--- src/rtl/ascii_to_bcd.sv ---
// Serial console amount parser: collects up to NDIG ASCII decimal digits and
// releases them as a right-justified BCD amount when a carriage return arrives.
module ascii_to_bcd #(
    parameter int NDIG = 3
) (
    input  logic              clk,
    input  logic              rst_n,
    input  logic [7:0]        rx_data,
    input  logic              rx_valid,
    output logic [4*NDIG-1:0] amount_bcd,
    output logic              amount_valid,
    output logic              cmd_error,
    output logic              busy
);

    localparam int AW = 4 * NDIG;
    localparam int CW = $clog2(NDIG + 1);

    typedef enum logic [1:0] {
        S_IDLE    = 2'd0,
        S_DIGITS  = 2'd1,
        S_DISCARD = 2'd2
    } state_t;

    typedef enum logic [2:0] {
        C_DIGIT = 3'd0,
        C_CR    = 3'd1,
        C_LF    = 3'd2,
        C_SPACE = 3'd3,
        C_BS    = 3'd4,
        C_OTHER = 3'd5
    } cls_t;

    function automatic cls_t classify(input logic [7:0] b);
        cls_t c;
        case (b)
            8'h0D:   c = C_CR;
            8'h0A:   c = C_LF;
            8'h20:   c = C_SPACE;
            8'h08:   c = C_BS;
            default: c = ((b >= 8'h30) && (b <= 8'h39)) ? C_DIGIT : C_OTHER;
        endcase
        return c;
    endfunction

    state_t          state_q, state_d;
    logic [AW-1:0]   acc_q, acc_d;
    logic [CW-1:0]   cnt_q, cnt_d;
    logic [AW-1:0]   amount_q, amount_d;
    logic            amount_valid_q, amount_valid_d;
    logic            cmd_error_q, cmd_error_d;
    logic            busy_q, busy_d;
    cls_t            cls_s;
    logic            full_s;

    assign cls_s  = classify(rx_data);
    assign full_s = (cnt_q == CW'(NDIG));

    // State, datapath and registered outputs
    always_ff @(posedge clk or negedge rst_n) begin
        if (!rst_n) begin
            state_q        <= S_IDLE;
            acc_q          <= '0;
            cnt_q          <= '0;
            amount_q       <= '0;
            amount_valid_q <= 1'b0;
            cmd_error_q    <= 1'b0;
            busy_q         <= 1'b0;
        end else begin
            state_q        <= state_d;
            acc_q          <= acc_d;
            cnt_q          <= cnt_d;
            amount_q       <= amount_d;
            amount_valid_q <= amount_valid_d;
            cmd_error_q    <= cmd_error_d;
            busy_q         <= busy_d;
        end
    end

    // Next state, accumulator and digit count
    always_comb begin
        state_d = state_q;
        acc_d   = acc_q;
        cnt_d   = cnt_q;
        if (rx_valid) begin
            case (state_q)
                S_IDLE: begin
                    case (cls_s)
                        C_DIGIT: begin
                            acc_d   = {{(AW-4){1'b0}}, rx_data[3:0]};
                            cnt_d   = CW'(1);
                            state_d = S_DIGITS;
                        end
                        C_OTHER: state_d = S_DISCARD;
                        default: state_d = S_IDLE;
                    endcase
                end
                S_DIGITS: begin
                    case (cls_s)
                        C_DIGIT: begin
                            if (full_s) begin
                                acc_d   = '0;
                                cnt_d   = '0;
                                state_d = S_DISCARD;
                            end else begin
                                acc_d = {acc_q[AW-5:0], rx_data[3:0]};
                                cnt_d = cnt_q + CW'(1);
                            end
                        end
                        C_CR, C_OTHER: begin
                            acc_d   = '0;
                            cnt_d   = '0;
                            state_d = (cls_s == C_CR) ? S_IDLE : S_DISCARD;
                        end
                        C_BS: begin
                            acc_d   = acc_q >> 4;
                            cnt_d   = cnt_q - CW'(1);
                            state_d = (cnt_q == CW'(1)) ? S_IDLE : S_DIGITS;
                        end
                        default: state_d = S_DIGITS;
                    endcase
                end
                S_DISCARD: begin
                    if (cls_s == C_CR) begin
                        state_d = S_IDLE;
                    end else begin
                        state_d = S_DISCARD;
                    end
                end
                default: begin
                    state_d = S_IDLE;
                    acc_d   = '0;
                    cnt_d   = '0;
                end
            endcase
        end else begin
            state_d = state_q;
        end
    end

    // Output pulses and amount update, captured on the edge that samples the byte
    always_comb begin
        amount_d       = amount_q;
        amount_valid_d = 1'b0;
        cmd_error_d    = 1'b0;
        busy_d         = (state_d != S_IDLE);
        if (rx_valid) begin
            case (state_q)
                S_IDLE:   cmd_error_d = (cls_s == C_OTHER);
                S_DIGITS: begin
                    case (cls_s)
                        C_DIGIT: cmd_error_d = full_s;
                        C_OTHER: cmd_error_d = 1'b1;
                        C_CR: begin
                            amount_d       = acc_q;
                            amount_valid_d = 1'b1;
                        end
                        default: cmd_error_d = 1'b0;
                    endcase
                end
                default: cmd_error_d = 1'b0;
            endcase
        end else begin
            amount_d = amount_q;
        end
    end

    assign amount_bcd   = amount_q;
    assign amount_valid = amount_valid_q;
    assign cmd_error    = cmd_error_q;
    assign busy         = busy_q;

endmodule
--- config.mk ---
export PLATFORM = sky130hd
export DESIGN_NAME = ascii_to_bcd
export DESIGN_NICKNAME = d
export VERILOG_FILES = /design/src/rtl/ascii_to_bcd.sv
export SDC_FILE = /design/constraint.sdc
export NUM_CORES = 1
export LEC_CHECK = 0
export ABC_AREA = 1
export BUFFER_PORTS_ARGS = -buffer_cell sky130_fd_sc_hd__buf_4
export CAP_MARGIN = 10
export CORE_AREA = 2 2 62 64
export DETAILED_ROUTE_END_ITERATION = 8
export DIE_AREA = 0 0 64 66
export GPL_TIMING_DRIVEN = 0
export PLACE_DENSITY_LB_ADDON = 0.1
export SYNTH_ARGS = -nofsm -noshare
export SYNTH_HDL_FRONTEND = slang
export SYNTH_SLANG_ARGS = --single-unit
export TNS_END_PERCENT = 5
--- constraint.sdc ---
create_clock -name clk -period 1.15 [get_ports clk]
set_input_delay 0.2875 -clock clk [delete_from_list [all_inputs] [get_ports clk]]
set_output_delay 0.2875 -clock clk [all_outputs]
set_load 0.05 [all_outputs]
==> impl_metrics.env, run 1 <==
export IMPL_drive_gt1_share_pct=32.23
export IMPL_grtUsageMet1_pct=25.93
export IMPL_timing_max_transition_violations_final=0
export IMPL_synth_top_area_cell="sky130_fd_sc_hd__dfrtp_1"
export IMPL_syn_area_per_cell_um2=7.453
export IMPL_netlist_instances=229
export IMPL_cts_made_buffers=5
export IMPL_detail_route_iter0_violations=59
export IMPL_crit_path_start_kind="register"
export IMPL_grt_max_degree=32
export IMPL_critical_path_reg2reg_endpoint="cnt_q[1]"
export IMPL_timing_max_slew_rel_slack_pct=73.98
export IMPL_run_status="complete, but fails checks"
export IMPL_final_seq_area_um2=777.0
export IMPL_detail_route_wl_per_cell_um=12.84
export IMPL_grt_use_met2_pct=39.58
export IMPL_detailed_place_hpwl_um=2692
export IMPL_dieWidth_um=64
export IMPL_detail_routed_via_count_per_cell=5.090
export IMPL_setup_failing_eps_final=43
export IMPL_mostFrequentLayoutCells="sky130_fd_sc_hd__nand2_1 (71), sky130_fd_sc_hd__dfrtp_1 (30), sky130_fd_sc_hd__inv_1 (25)"
export IMPL_worstReg2RegStart="state_q[0]"
export IMPL_finalWeightedCongestion=0.8709
export IMPL_crit_path_max_fanout=10
export IMPL_crit_type="register to register"
export IMPL_fin_nets=285
export IMPL_layout_area_overhead_vs_synth_pct=35.34
export IMPL_buffer_levels_on_the_longest_clock_path=2
export IMPL_min_path_cells=3
export IMPL_fmaxAchievable_ghz=0.7556
export IMPL_clk_pin_slew_worst_paths_ps=100
export IMPL_switch_share_pct=29.78
export IMPL_cts_root_buf="sky130_fd_sc_hd__clkbuf_4"
export IMPL_core_area_um2=3551
export IMPL_switching_power_uw=833.8
export IMPL_timing_final_crit_share_pct=115.1
export IMPL_yosysSeqAreaShare_pct=45.45
export IMPL_place_worst_setup_slack_ps=-399.7
export IMPL_number_of_failing_hold_endpoints_at_the_final_stage=0
export IMPL_tritoncts_clock_tree="done"
export IMPL_totalNegativeSetupSlack_ps=-4032
export IMPL_syn_nets=242
export IMPL_num_vias=1634
export IMPL_cp_arrival_ps=1580
export IMPL_synth_top_area_share_pct=45.45
export IMPL_floorplan_rows=22
export IMPL_number_of_warning_messages_in_the_yosys_log=0
export IMPL_share_clk_of_total_power_pct=32.2
export IMPL_crit_path_end_kind="register"
export IMPL_antenna_found_initial=0
export IMPL_synthesis_area_um2=1707
export IMPL_floorplan_initialDensity_pct=48.06
export IMPL_via_count_of_the_first_global_routing_pass=1636
export IMPL_overflow=0
export IMPL_yosys_register_bits=31
export IMPL_seq_power_share_pct=44.9
export IMPL_die_area_um2=4224
export IMPL_power_density_nw_per_um2=1212
export IMPL_synthTopCellsByArea="sky130_fd_sc_hd__dfrtp_1 (45%), sky130_fd_sc_hd__nand2_1 (16%), sky130_fd_sc_hd__inv_1 (6.6%)"
export IMPL_share_comb_of_total_power_pct=22.9
export IMPL_rsz0062_at_grt="true"
export IMPL_vdd_drop_max_uv=729.1
export IMPL_floorplan_die_height_um=66
export IMPL_end_point_of_the_worst_hold_path="state_q[0]"
export IMPL_reg2reg_slack_ps=-170
export IMPL_clk_latency_ps=340
export IMPL_reg2reg_depth=7
export IMPL_worst_hold_path_type="primary input to register"
export IMPL_cp_required_ps=1400
export IMPL_timing_hold_worst_start="rx_valid"
export IMPL_post_route_drc_count=0
export IMPL_port_buffer_count=25
export IMPL_design_portCount=26
export IMPL_grt_met3_usage_pct=5.111
export IMPL_failed_checks="setup timing"
export IMPL_layout_setup_ws_ps=-173.5
export IMPL_detailedRoute_firstPassIterationCount=4
export IMPL_final_common_cell="sky130_fd_sc_hd__nand2_1"
export IMPL_grt_use_total_pct=22.74
export IMPL_p_int_mw=1.966
export IMPL_drt_total_wl_um=4121
export IMPL_wire_length_of_the_first_global_routing_pass_um=7224
export IMPL_cts_max_level=2
export IMPL_worstMarginPinSlew_ps=390.3
export IMPL_cts_num_sinks=31
export IMPL_globalRoute_busiestLayer="met2"
export IMPL_nFillCells=328
export IMPL_multi_input_comb_area_um2=839.6
export IMPL_power_static_leakage_nw=1.238
export IMPL_post_synth_num_cell_types=21
export IMPL_antenna_left=0
export IMPL_antenna_cells_inserted=0
export IMPL_finalWorstPathRequiredPeriod_ps=1324
export IMPL_timing_max_cap_violations=0
export IMPL_clock_skew_final_ps=11.72
==> power groups by stage <==
| stage | clock, mW | sequential, mW | combinational, mW |
|---|---|---|---|
| after floorplan | 0 | 1.30 | 0.324 |
| after global placement | 0 | 1.28 | 0.506 |
| after detailed placement | 0 | 1.28 | 0.517 |
| after CTS | 0.919 | 1.25 | 0.631 |
| after global routing | 0.977 | 1.27 | 0.722 |
| final | 0.902 | 1.26 | 0.641 |
==> how the worst max path moves through the flow <==
| stage | from | to | slack [ps] | cells after the start |
|---|---|---|---|---|
| 6_report | state_q[0] | cnt_q[1] | -170 | 7 |
| 5_1_grt | state_q[0] | amount_bcd[3] | -240 | 5 |
| 4_1_cts | cnt_q[0] | busy | -130 | 6 |
| 3_5_place_dp | rx_data[7] | acc_q[1] | -400 | 12 |
| 3_3_place_gp | rx_data[2] | acc_q[4] | -400 | 10 |
| 2_1_floorplan | rx_data[7] | acc_q[1] | -110 | 11 |
==> cells in the mapped netlist <==
cell type / instances
sky130_fd_sc_hd__nand3_4: 1
sky130_fd_sc_hd__ha_1: 2
sky130_fd_sc_hd__inv_2: 3
sky130_fd_sc_hd__inv_1: 30
sky130_fd_sc_hd__nor3_2: 1
sky130_fd_sc_hd__nand4_1: 2
sky130_fd_sc_hd__o211ai_1: 1
sky130_fd_sc_hd__nand3_1: 20
sky130_fd_sc_hd__nand2_2: 10
sky130_fd_sc_hd__nor2_1: 13
sky130_fd_sc_hd__nor2_4: 2
sky130_fd_sc_hd__nand2_1: 74
sky130_fd_sc_hd__buf_6: 1
sky130_fd_sc_hd__a21oi_2: 5
sky130_fd_sc_hd__nor2_2: 1
sky130_fd_sc_hd__o21ai_2: 1
sky130_fd_sc_hd__clkbuf_1: 2
sky130_fd_sc_hd__dfrtp_1: 31
sky130_fd_sc_hd__buf_2: 1
sky130_fd_sc_hd__a21oi_1: 10
sky130_fd_sc_hd__o21ai_0: 18
==> flip-flops by register name, indices dropped and copies added (netlist names) <==
name	count
amount_valid	1
busy	1
cmd_error	1
acc_q	12
amount_bcd	12
state_q	2
cnt_q	2
==> routing by layer <==
layer / share of wire [%] / up-vias
li1: - / 806
met1: 40 / 778
met2: 53 / 40
met3: 4.2 / 10
met4: 2.5 / 0
met5: 0 / -
==> final cells by class <==
cell class / instances / area share, %
multi-input combinational: 161 / 36.35
sequential: 31 / 33.64
timing repair buffer: 36 / 15.33
inverter: 33 / 6.555
tap: 48 / 2.600
clock buffer: 6 / 2.221
buffer: 4 / 1.788
clock inverter: 2 / 1.517
==> cells by family after synthesis <==
| logic type | synth area share (%) |
|---|---|
| compound gates | 11.73 |
| fa+ha+maj | 1.466 |
| buf+inv | 8.651 |
| flops | 45.45 |
| simple gates | 32.70 |
==> critical path, stage by stage (launching register included) <==
cell and delay, ps:
sky130_fd_sc_hd__dfrtp_1 400, sky130_fd_sc_hd__inv_2 80, sky130_fd_sc_hd__nor2_4 170, sky130_fd_sc_hd__nand2_2 110, sky130_fd_sc_hd__nand3_4 120, sky130_fd_sc_hd__buf_12 120
sky130_fd_sc_hd__inv_8 40, sky130_fd_sc_hd__o21ai_0 180
==> through the flow <==
step           std cells  hold WS [ps]  utilization [%]  instance area [µm²]  power, mW
2_1_floorplan        229        -8.091                -                 1729      1.628
3_5_place_dp         302         243.2            55.67                 1977      1.798
5_1_grt              321         229.7            65.05                 2310      2.970
3_3_place_gp         302         241.1            55.67                 1977      1.784
6_report             321         230.0            65.05                 2310      2.800
4_1_cts              321         222.9            64.76                 2300      2.803
==> what timing repair did <==
action | 4_1_cts | 5_1_grt
hold buffers | 1 | 0
setup buffers | 10 | 0
hold endpoints to repair | 31 | 0
gates resized for setup | 45 | 7
pin swaps | 7 | 4
endpoints found under the setup margin | 44 | 44
(Power assumes the default switching activity.)
==> inputs of run 2 (changes only) <==
Clock period 1.15 ns to 1.18 ns, I/O delays scaled along.
==> impl_metrics.env, run 2 (same netlist as run 1, synthesis figures left out) <==
export IMPL_timing_max_transition_violations_final=0
export IMPL_critical_path_endpoint="amount_bcd[0]"
export IMPL_reg2reg_depth=5
export IMPL_layout_area_overhead_vs_synth_pct=28.89
export IMPL_antenna_left=0
export IMPL_floorplan_initialDensity_pct=48.06
export IMPL_grt_use_met2_pct=37.11
export IMPL_wp_depth=5
export IMPL_cp_required_ps=1440
export IMPL_design_portCount=26
export IMPL_floorplan_rows=22
export IMPL_wire_length_of_the_first_global_routing_pass_um=6831
export IMPL_buffer_levels_on_the_longest_clock_path=2
export IMPL_nFillCells=340
export IMPL_failed_checks="setup timing"
export IMPL_power_static_leakage_nw=1.197
export IMPL_die_area_um2=4224
export IMPL_worstSetupStartpoint="state_q[0]"
export IMPL_dieWidth_um=64
export IMPL_overflow=0
export IMPL_critical_path_max_stage_delay_ps=400
export IMPL_globalRoute_busiestLayer="met2"
export IMPL_cts_made_buffers=5
export IMPL_setup_failing_eps_final=42
export IMPL_detailedRoute_firstPassIterationCount=4
export IMPL_crit_path_max_fanout=10
export IMPL_crit_type="register to register"
export IMPL_rsz0062_at_grt="true"
export IMPL_grt_use_total_pct=21.37
export IMPL_cts_num_sinks=31
export IMPL_mostFrequentLayoutCells="sky130_fd_sc_hd__nand2_1 (74), sky130_fd_sc_hd__dfrtp_1 (30), sky130_fd_sc_hd__inv_1 (25)"
export IMPL_timing_max_cap_violations=0
export IMPL_drive_gt1_share_pct=27.99
export IMPL_clk_latency_ps=350
export IMPL_final_common_cell="sky130_fd_sc_hd__nand2_1"
export IMPL_design_power_total_mw=2.685
export IMPL_detail_route_iter0_violations=56
export IMPL_timing_max_slew_rel_slack_pct=74.07
export IMPL_reg2reg_slack_ps=-120
export IMPL_via_count_of_the_first_global_routing_pass=1523
export IMPL_grtUsageMet1_pct=25.49
export IMPL_cts_max_level=2
export IMPL_layout_setup_ws_ps=-121.1
export IMPL_cp_arrival_ps=1560
export IMPL_antenna_cells_inserted=0
export IMPL_cp_cell_sequence="inv_2 -> nor2_4 -> nand4_1 -> buf_4 -> o21ai_0"
export IMPL_place_worst_setup_slack_ps=-377.2
export IMPL_fmaxAchievable_ghz=0.7686
export IMPL_fin_nets=280
export IMPL_finalWeightedCongestion=0.8709
export IMPL_number_of_failing_hold_endpoints_at_the_final_stage=0
export IMPL_tritoncts_clock_tree="done"
export IMPL_power_density_nw_per_um2=1221
export IMPL_totalNegativeSetupSlack_ps=-2530
export IMPL_vdd_drop_max_uv=712.8
export IMPL_antenna_found_initial=0
export IMPL_finalWorstPathRequiredPeriod_ps=1301
export IMPL_critical_path_top_delay_family="flip-flops"
export IMPL_grt_max_degree=32
export IMPL_cell_with_the_biggest_individual_delay_on_the_critical_path="sky130_fd_sc_hd__dfrtp_1"
export IMPL_worstReg2RegStart="state_q[0]"
export IMPL_run_status="complete, but fails checks"
export IMPL_post_route_drc_count=0
export IMPL_crit_path_start_kind="register"
export IMPL_crit_buf_inv=2
export IMPL_core_area_um2=3551
export IMPL_clk_pin_slew_worst_paths_ps=100
export IMPL_crit_path_end_kind="register"
export IMPL_critical_path_reg2reg_endpoint="amount_bcd[0]"
export IMPL_worstMarginPinSlew_ps=389.0
export IMPL_floorplan_die_height_um=66
export IMPL_cts_root_buf="sky130_fd_sc_hd__clkbuf_4"
export IMPL_detailed_place_hpwl_um=2692
export IMPL_grt_met3_usage_pct=4.600
export IMPL_drt_total_wl_um=3846
export IMPL_detail_routed_via_count_per_cell=4.984
export IMPL_detail_route_wl_per_cell_um=12.17
export IMPL_worst_hold_path_type="primary input to register"
export IMPL_clock_skew_final_ps=12.83
export IMPL_port_buffer_count=25
export IMPL_timing_final_crit_share_pct=110.3
export IMPL_num_vias=1575
[run 2: cell types whose count changed in the layout (fill, tap and decap cells not counted), moves of 3 or more]
cell | previous run | this run
sky130_fd_sc_hd__o21ai_1 | 8 | 5
sky130_fd_sc_hd__buf_4 | 19 | 16
sky130_fd_sc_hd__o21ai_0 | 9 | 13
sky130_fd_sc_hd__nand3_2 | 4 | 0
sky130_fd_sc_hd__nand3_1 | 16 | 20
sky130_fd_sc_hd__nand2_2 | 12 | 9
sky130_fd_sc_hd__nand2_1 | 71 | 74
[run 2: metrics by stage]
step | std cells | hold slack [ps] | area, µm² | utilization, %
6_report | 316 | 229.8 | 2200 | 61.94
5_1_grt | 316 | 236.9 | 2200 | 61.94
3_3_place_gp | 302 | 248.6 | 1977 | 55.67
4_1_cts | 315 | 230.6 | 2192 | 61.73
3_5_place_dp | 302 | 250.7 | 1977 | 55.67
2_1_floorplan | 229 | -0.5911 | 1729 | -
[run 2: area by class of cell]
cell class	count	area, µm²	share of cell area (%)
inverter	33	143.9	6.542
multi-input combinational	161	803.3	36.52
sequential	31	777.0	35.32
clock buffer	6	51.30	2.332
buffer	4	37.54	1.706
clock inverter	2	35.03	1.593
tap	48	60.06	2.730
timing repair buffer	31	291.5	13.25
[run 2: power by group]
part	switching, mW	internal (mW)
clock	0.387	0.500
combinational	0.365	0.210
sequential	0.0494	1.17
total	0.801	1.88
[run 2: worst min path at each step]
stage,start,end,slack [ps],depth (start not counted)
CTS,rx_valid,state_q[0],230,3
floorplan,rst_n,acc_q[0],-0.6,0
finish,rx_valid,state_q[0],230,3
global route,rx_valid,state_q[0],240,3
detailed placement,rst_n,amount_bcd[9],250,1
global placement,rst_n,amount_bcd[3],250,1
[run 2: what timing repair did]
| item | CTS | global route |
|---|---|---|
| setup buffers | 4 | 1 |
| gates resized for setup | 32 | 3 |
| endpoints found under the setup margin | 44 | 44 |
| pin swaps | 3 | 3 |
| endpoints found under the hold margin | 31 | 0 |
| hold buffers | 1 | 0 |
[run 2: metal layers]
layer | vias to the layer above | routed length, µm
met3 | 8 | 130
met4 | 0 | 80
li1 | 794 | -
met2 | 30 | 1995
met5 | - | 0
met1 | 743 | 1639
[run 2: worst min-delay path: cells and delay by family]
kind            cells  cell delay [ps]
buf+inv             2              190
compound gates      1               70
